## config.mk

```make
export PLATFORM = sky130hd
export DESIGN_NAME = vga_sync_generator
export DESIGN_NICKNAME = d
export VERILOG_FILES = /design/src/rtl/vga_sync_generator.sv
export SDC_FILE = /design/constraint.sdc
export NUM_CORES = 1
export LEC_CHECK = 0
export BUFFER_PORTS_ARGS = -buffer_cell sky130_fd_sc_hd__buf_2
export CAP_MARGIN = 20
export CORE_ASPECT_RATIO = 0.5
export CORE_MARGIN = 2
export CORE_UTILIZATION = 47
export CTS_CLUSTER_DIAMETER = 40
export DETAILED_ROUTE_END_ITERATION = 7
export PLACE_DENSITY = 0.68
export SETUP_SLACK_MARGIN = 0.1
export SYNTH_ARGS = -nofsm -noshare
export SYNTH_HDL_FRONTEND = slang
export SYNTH_SLANG_ARGS = --single-unit
```

## constraint.sdc

```tcl
create_clock -name Clock -period 4.1 [get_ports Clock]
set_input_delay 0 -clock Clock [delete_from_list [all_inputs] [get_ports Clock]]
set_output_delay 0 -clock Clock [all_outputs]
set_load 0.05 [all_outputs]
```

## src/rtl/vga_sync_generator.sv

```systemverilog
// 640x480@60Hz VGA raster timing for the Pong display.
// Ports: Clock/Reset (sync, active-high), CRTclock (pixel-rate data input),
//   PixelTick, HSYNC, VSYNC, VideoOn, PixelX, PixelY, FrameStart (all registered).
module vga_sync_generator #(
  parameter int H_VISIBLE = 640,
  parameter int H_FRONT   = 16,
  parameter int H_SYNC    = 96,
  parameter int H_BACK    = 48,
  parameter int V_VISIBLE = 480,
  parameter int V_FRONT   = 10,
  parameter int V_SYNC    = 2,
  parameter int V_BACK    = 33,
  parameter bit SYNC_POL  = 1'b0,
  parameter int CNT_W     = 10
) (
  input  logic             Clock,
  input  logic             Reset,
  input  logic             CRTclock,
  output logic             PixelTick,
  output logic             HSYNC,
  output logic             VSYNC,
  output logic             VideoOn,
  output logic [CNT_W-1:0] PixelX,
  output logic [CNT_W-1:0] PixelY,
  output logic             FrameStart
);

  localparam int H_TOTAL = H_VISIBLE + H_FRONT + H_SYNC + H_BACK;
  localparam int V_TOTAL = V_VISIBLE + V_FRONT + V_SYNC + V_BACK;

  localparam logic [CNT_W-1:0] H_LAST  = CNT_W'(H_TOTAL - 1);
  localparam logic [CNT_W-1:0] V_LAST  = CNT_W'(V_TOTAL - 1);
  localparam logic [CNT_W-1:0] H_VEND  = CNT_W'(H_VISIBLE);
  localparam logic [CNT_W-1:0] V_VEND  = CNT_W'(V_VISIBLE);
  localparam logic [CNT_W-1:0] HS_BEG  = CNT_W'(H_VISIBLE + H_FRONT);
  localparam logic [CNT_W-1:0] HS_END  = CNT_W'(H_VISIBLE + H_FRONT + H_SYNC);
  localparam logic [CNT_W-1:0] VS_BEG  = CNT_W'(V_VISIBLE + V_FRONT);
  localparam logic [CNT_W-1:0] VS_END  = CNT_W'(V_VISIBLE + V_FRONT + V_SYNC);
  localparam logic [CNT_W-1:0] ONE     = CNT_W'(1);

  logic             crt_d;
  logic             tick;
  logic             line_end;
  logic             frame_end;
  logic [CNT_W-1:0] x_nxt;
  logic [CNT_W-1:0] y_nxt;
  logic             hs_nxt;
  logic             vs_nxt;
  logic             von_nxt;
  logic             fs_nxt;

  // CRTclock is treated as data; one advance per observed rising edge.
  assign tick = CRTclock & ~crt_d;

  always_comb begin
    line_end  = (PixelX == H_LAST);
    frame_end = (PixelY == V_LAST);
    x_nxt     = line_end ? '0 : PixelX + ONE;
    y_nxt     = PixelY;
    if (line_end) begin
      y_nxt = frame_end ? '0 : PixelY + ONE;
    end
  end

  // Decode from the next position so all outputs update together.
  always_comb begin
    hs_nxt  = (x_nxt >= HS_BEG) && (x_nxt < HS_END);
    vs_nxt  = (y_nxt >= VS_BEG) && (y_nxt < VS_END);
    von_nxt = (x_nxt < H_VEND) && (y_nxt < V_VEND);
    fs_nxt  = (x_nxt == '0) && (y_nxt == '0);
  end

  // Reset parks on the last pixel so the first rise lands on (0,0);
  // crt_d=1 stops a CRTclock already high at release from ticking.
  always_ff @(posedge Clock) begin
    if (Reset) begin
      crt_d      <= 1'b1;
      PixelX     <= H_LAST;
      PixelY     <= V_LAST;
      HSYNC      <= ~SYNC_POL;
      VSYNC      <= ~SYNC_POL;
      VideoOn    <= 1'b0;
      PixelTick  <= 1'b0;
      FrameStart <= 1'b0;
    end else begin
      crt_d      <= CRTclock;
      PixelTick  <= tick;
      FrameStart <= tick & fs_nxt;
      if (tick) begin
        PixelX  <= x_nxt;
        PixelY  <= y_nxt;
        HSYNC   <= hs_nxt ? SYNC_POL : ~SYNC_POL;
        VSYNC   <= vs_nxt ? SYNC_POL : ~SYNC_POL;
        VideoOn <= von_nxt;
      end
    end
  end

endmodule

```

==> results by group <==
Power and ir drop
  – Switching Power: 0.201 mW
  – VDD IR max: around 100 uV
  – Combinational power share: 0.266
  – Clock share of power: 0.255
  – Switch share: 0.347
  – Power per cell area: 289 nW/um^2
  – Int Pwr: between 0.3 and 0.4 mW
  – LEAKAGE: around 0.75 nW
  – Reg power frac: 0.479

Global routing
  – Vias in the first global route: ~1400
  – Global-route wire length before repair: 7000 um
  – GRT overflow: 0
  – Antenna violations before repair: 0
  – Total track usage: 0.191
  – Largest net degree at the start of global routing: 27

Timing
  – Hold WS: 0.158 ns
  – FMAX: 380 MHz
  – Final hold viol count: 0
  – Unrepaired setup endpoints after global routing: no
  – Slew at the pin with the worst max-slew slack: between 0.5 and 0.6 ns
  – Fin crit share: 0.642
  – Min Tclk post-route: around 2.6 ns
  – Worst setup margin: roughly 1.5 ns
  – Max-slew headroom: 0.619
  – Worst clock skew: around 0.0042 ns
  – Post-route setup TNS: 0 ns
  – Setup violators final: 0
  – Max-slew violations: 0

Detailed routing
  – Routed vias/inst: between 5 and 6
  – Final ANT Viol Nets: 0
  – Pre-Repair DR Iteration Count: 4
  – Routed WL: 4380 um
  – Drt drc: 0
  – Routed len/inst: roughly 15 um
  – DRT iter0 DRCs: 110
  – Vias: about 1700

Synth
  – Asr flop ratio synth: 0
  – Post-synth EDFFs: 0
  – Syn_area_per_cell: approximately 8.0 um^2
  – Syn Nets: between 200 and 250
  – Cell area after synthesis: around 1900 um^2
  – Leading area contributor after synthesis: dfxtp_1
  – Top post-synthesis cells by count: dfxtp_1 (26), nor2_1 (23), nand2_1 (16)
  – Share of the synthesized area in the top cell type: 0.280
  – Area contributors post-synth: dfxtp_1 (28%), nor2_1 (4.6%), nand3_1 (3.8%), o21ai_0 (3.5%), xnor2_1 (3.3%)
  – Yosys warning count: 0
  – Seq/Total Area, Yosys: 0.280
  – Post-synthesis cell count: between 200 and 250
  – Top-count cell post-synth: dfxtp_1
  – Post-synth cell types: 55
  – Top_reg_cell synth: dfxtp_1
  – Post-synthesis register bit count: 26

Clock network
  – Root buf cell: clkbuf_8
  – CTS HTree Levels: 1
  – Maximum clock path buffer count: 2
  – Post-CTS setup buffer count: 0
  – CTS Buf Count: 3
  – Cts hold-fix bufs: 1
  – Skew-Pair Late Insertion Delay: 0.27 ns
  – TritonCTS clock tree: yes
  – Post-CTS sizing: 0
  – CTS Sinks: 26
  – Clk pin slew, worst setup/hold paths: approximately 0.09 ns

Min path
  – Hold WC Path Type: input pin to register

Floorplanning
  – # IOs: 28
  – FP Rows: 16
  – Initial core utilization: 0.484
  – Chip width: 93.0 um
  – Core area: between 3000 and 4000 um^2
  – Die Y: 48.5 um
  – Die footprint: 4510 um^2

Run status
  – Status: finished clean

Layout
  – N_diodes: 0
  – Fin nets: between 200 and 300
  – Area grow syn2layout: 7.93%
  – Share of cells above drive strength 1: 0.172
  – Post-route cell area: around 2000 um^2

Worst setup path
  – CP peak stage delay: around 0.48 ns
  – WP buf/inv: 0
  – Worst-path cell chain: ha_1 -> and4_4 -> nand4_2 -> or3_4 -> a2111oi_4 -> a31oi_1
  – Worst setup EP type: register
  – Type of origin of the critical path: register
  – CP max stage cell: dfxtp_1
  – CP required: about 4.3 ns
  – Setup CP Type: register to register
  – Cell family with most CP delay: simple AND/OR/NAND/NOR gates
  – Critical path data arrival time: ~2.8 ns
  – CP Max Fanout: 13

Run
  – Max Cap Viol: 0

Placed design
  – Buffers on Ports: 27
  – Hpwl dp: ~3100 um
  – DP Worst Slack: approximately 1.5 ns
  – GPL Wtd Cong: 0.861
  – Placement Cell Area: 1960 um^2
-- layout make-up --
type / instances / area [um^2]
multi-input cells: 179 / 1200
fillers: 383 / 1830
repair buffers: 29 / 153
well taps: 54 / 67.6
clock buffers: 3 / 41.3
flip-flops and latches: 26 / 520
inverters: 7 / 26.3
-- layer usage --
layer	GRT usage	vias to the layer above	routed length, um
li1	-	877	-
met1	0.288	810	2200
met2	0.291	39	1950
met3	0.0343	2	224
met4	0.0319	0	14
met5	0	-	0
-- flip-flops by register name, indices dropped and copies added, names as in the netlist --
register    cells
PixelY         10
crt_d           1
HSYNC           1
VSYNC           1
FrameStart      1
PixelX         10
VideoOn         1
PixelTick       1
-- cell usage in the layout (no fill, tap or decap), types with 6 or more instances in the layout --
| master | Yosys | layout |
|---|---|---|
| o21ai_0 | 13 | 13 |
| nand4_1 | 7 | 7 |
| inv_1 | 7 | 7 |
| nand2_1 | 16 | 16 |
| nor3_1 | 7 | 7 |
| xnor2_1 | 7 | 7 |
| dfxtp_1 | 26 | 26 |
| nor2_1 | 23 | 23 |
| nand3_1 | 14 | 14 |
| xor2_1 | 6 | 6 |
| buf_2 | 5 | 27 |
| a21oi_1 | 12 | 12 |
-- cells by family (layout without fill, tap and decap cells) --
kind of cell / Yosys count / count (layout) / synth area share
AOI/OAI and AO/OA: 56 / 56 / 0.213
muxes: 2 / 2 / 0.0108
buffers and inverters: 28 / 39 / 0.0753
xor gates and xnor gates: 13 / 13 / 0.0612
DFF: 26 / 26 / 0.280
and+or+nand+nor: 104 / 104 / 0.333
adders and majority gates: 4 / 4 / 0.0269
-- power groups by stage --
stage               Combinational [mW]  Sequential, mW  Clock, mW
floorplan                        0.112           0.298          0
global placement                 0.152           0.283          0
detailed placement               0.152           0.284          0
CTS                              0.153           0.278      0.155
global route                     0.167           0.280      0.163
finish                           0.154           0.278      0.148
-- stage by stage --
| stage | utilization | total power [mW] | cells |
|---|---|---|---|
| 6_report | 0.523 | 0.580 | 298 |
| 5_1_grt | 0.523 | 0.609 | 298 |
| 4_1_cts | 0.523 | 0.586 | 298 |
| 3_5_place_dp | 0.509 | 0.435 | 294 |
| 3_3_place_gp | 0.509 | 0.435 | 294 |
| 2_1_floorplan | - | 0.410 | 233 |
-- final timing paths --
| kind | startpoint | end | slack (ns) | cells past startpoint |
|---|---|---|---|---|
| max | PixelX[0] | VSYNC | 1.47 | 6 |
| min | Reset | PixelY[8] | 0.16 | 2 |
| min reg2reg | VideoOn | VideoOn | 0.47 | 2 |
| max reg2reg | PixelX[0] | VSYNC | 1.47 | 6 |
Power figures use the tool's default switching activity.
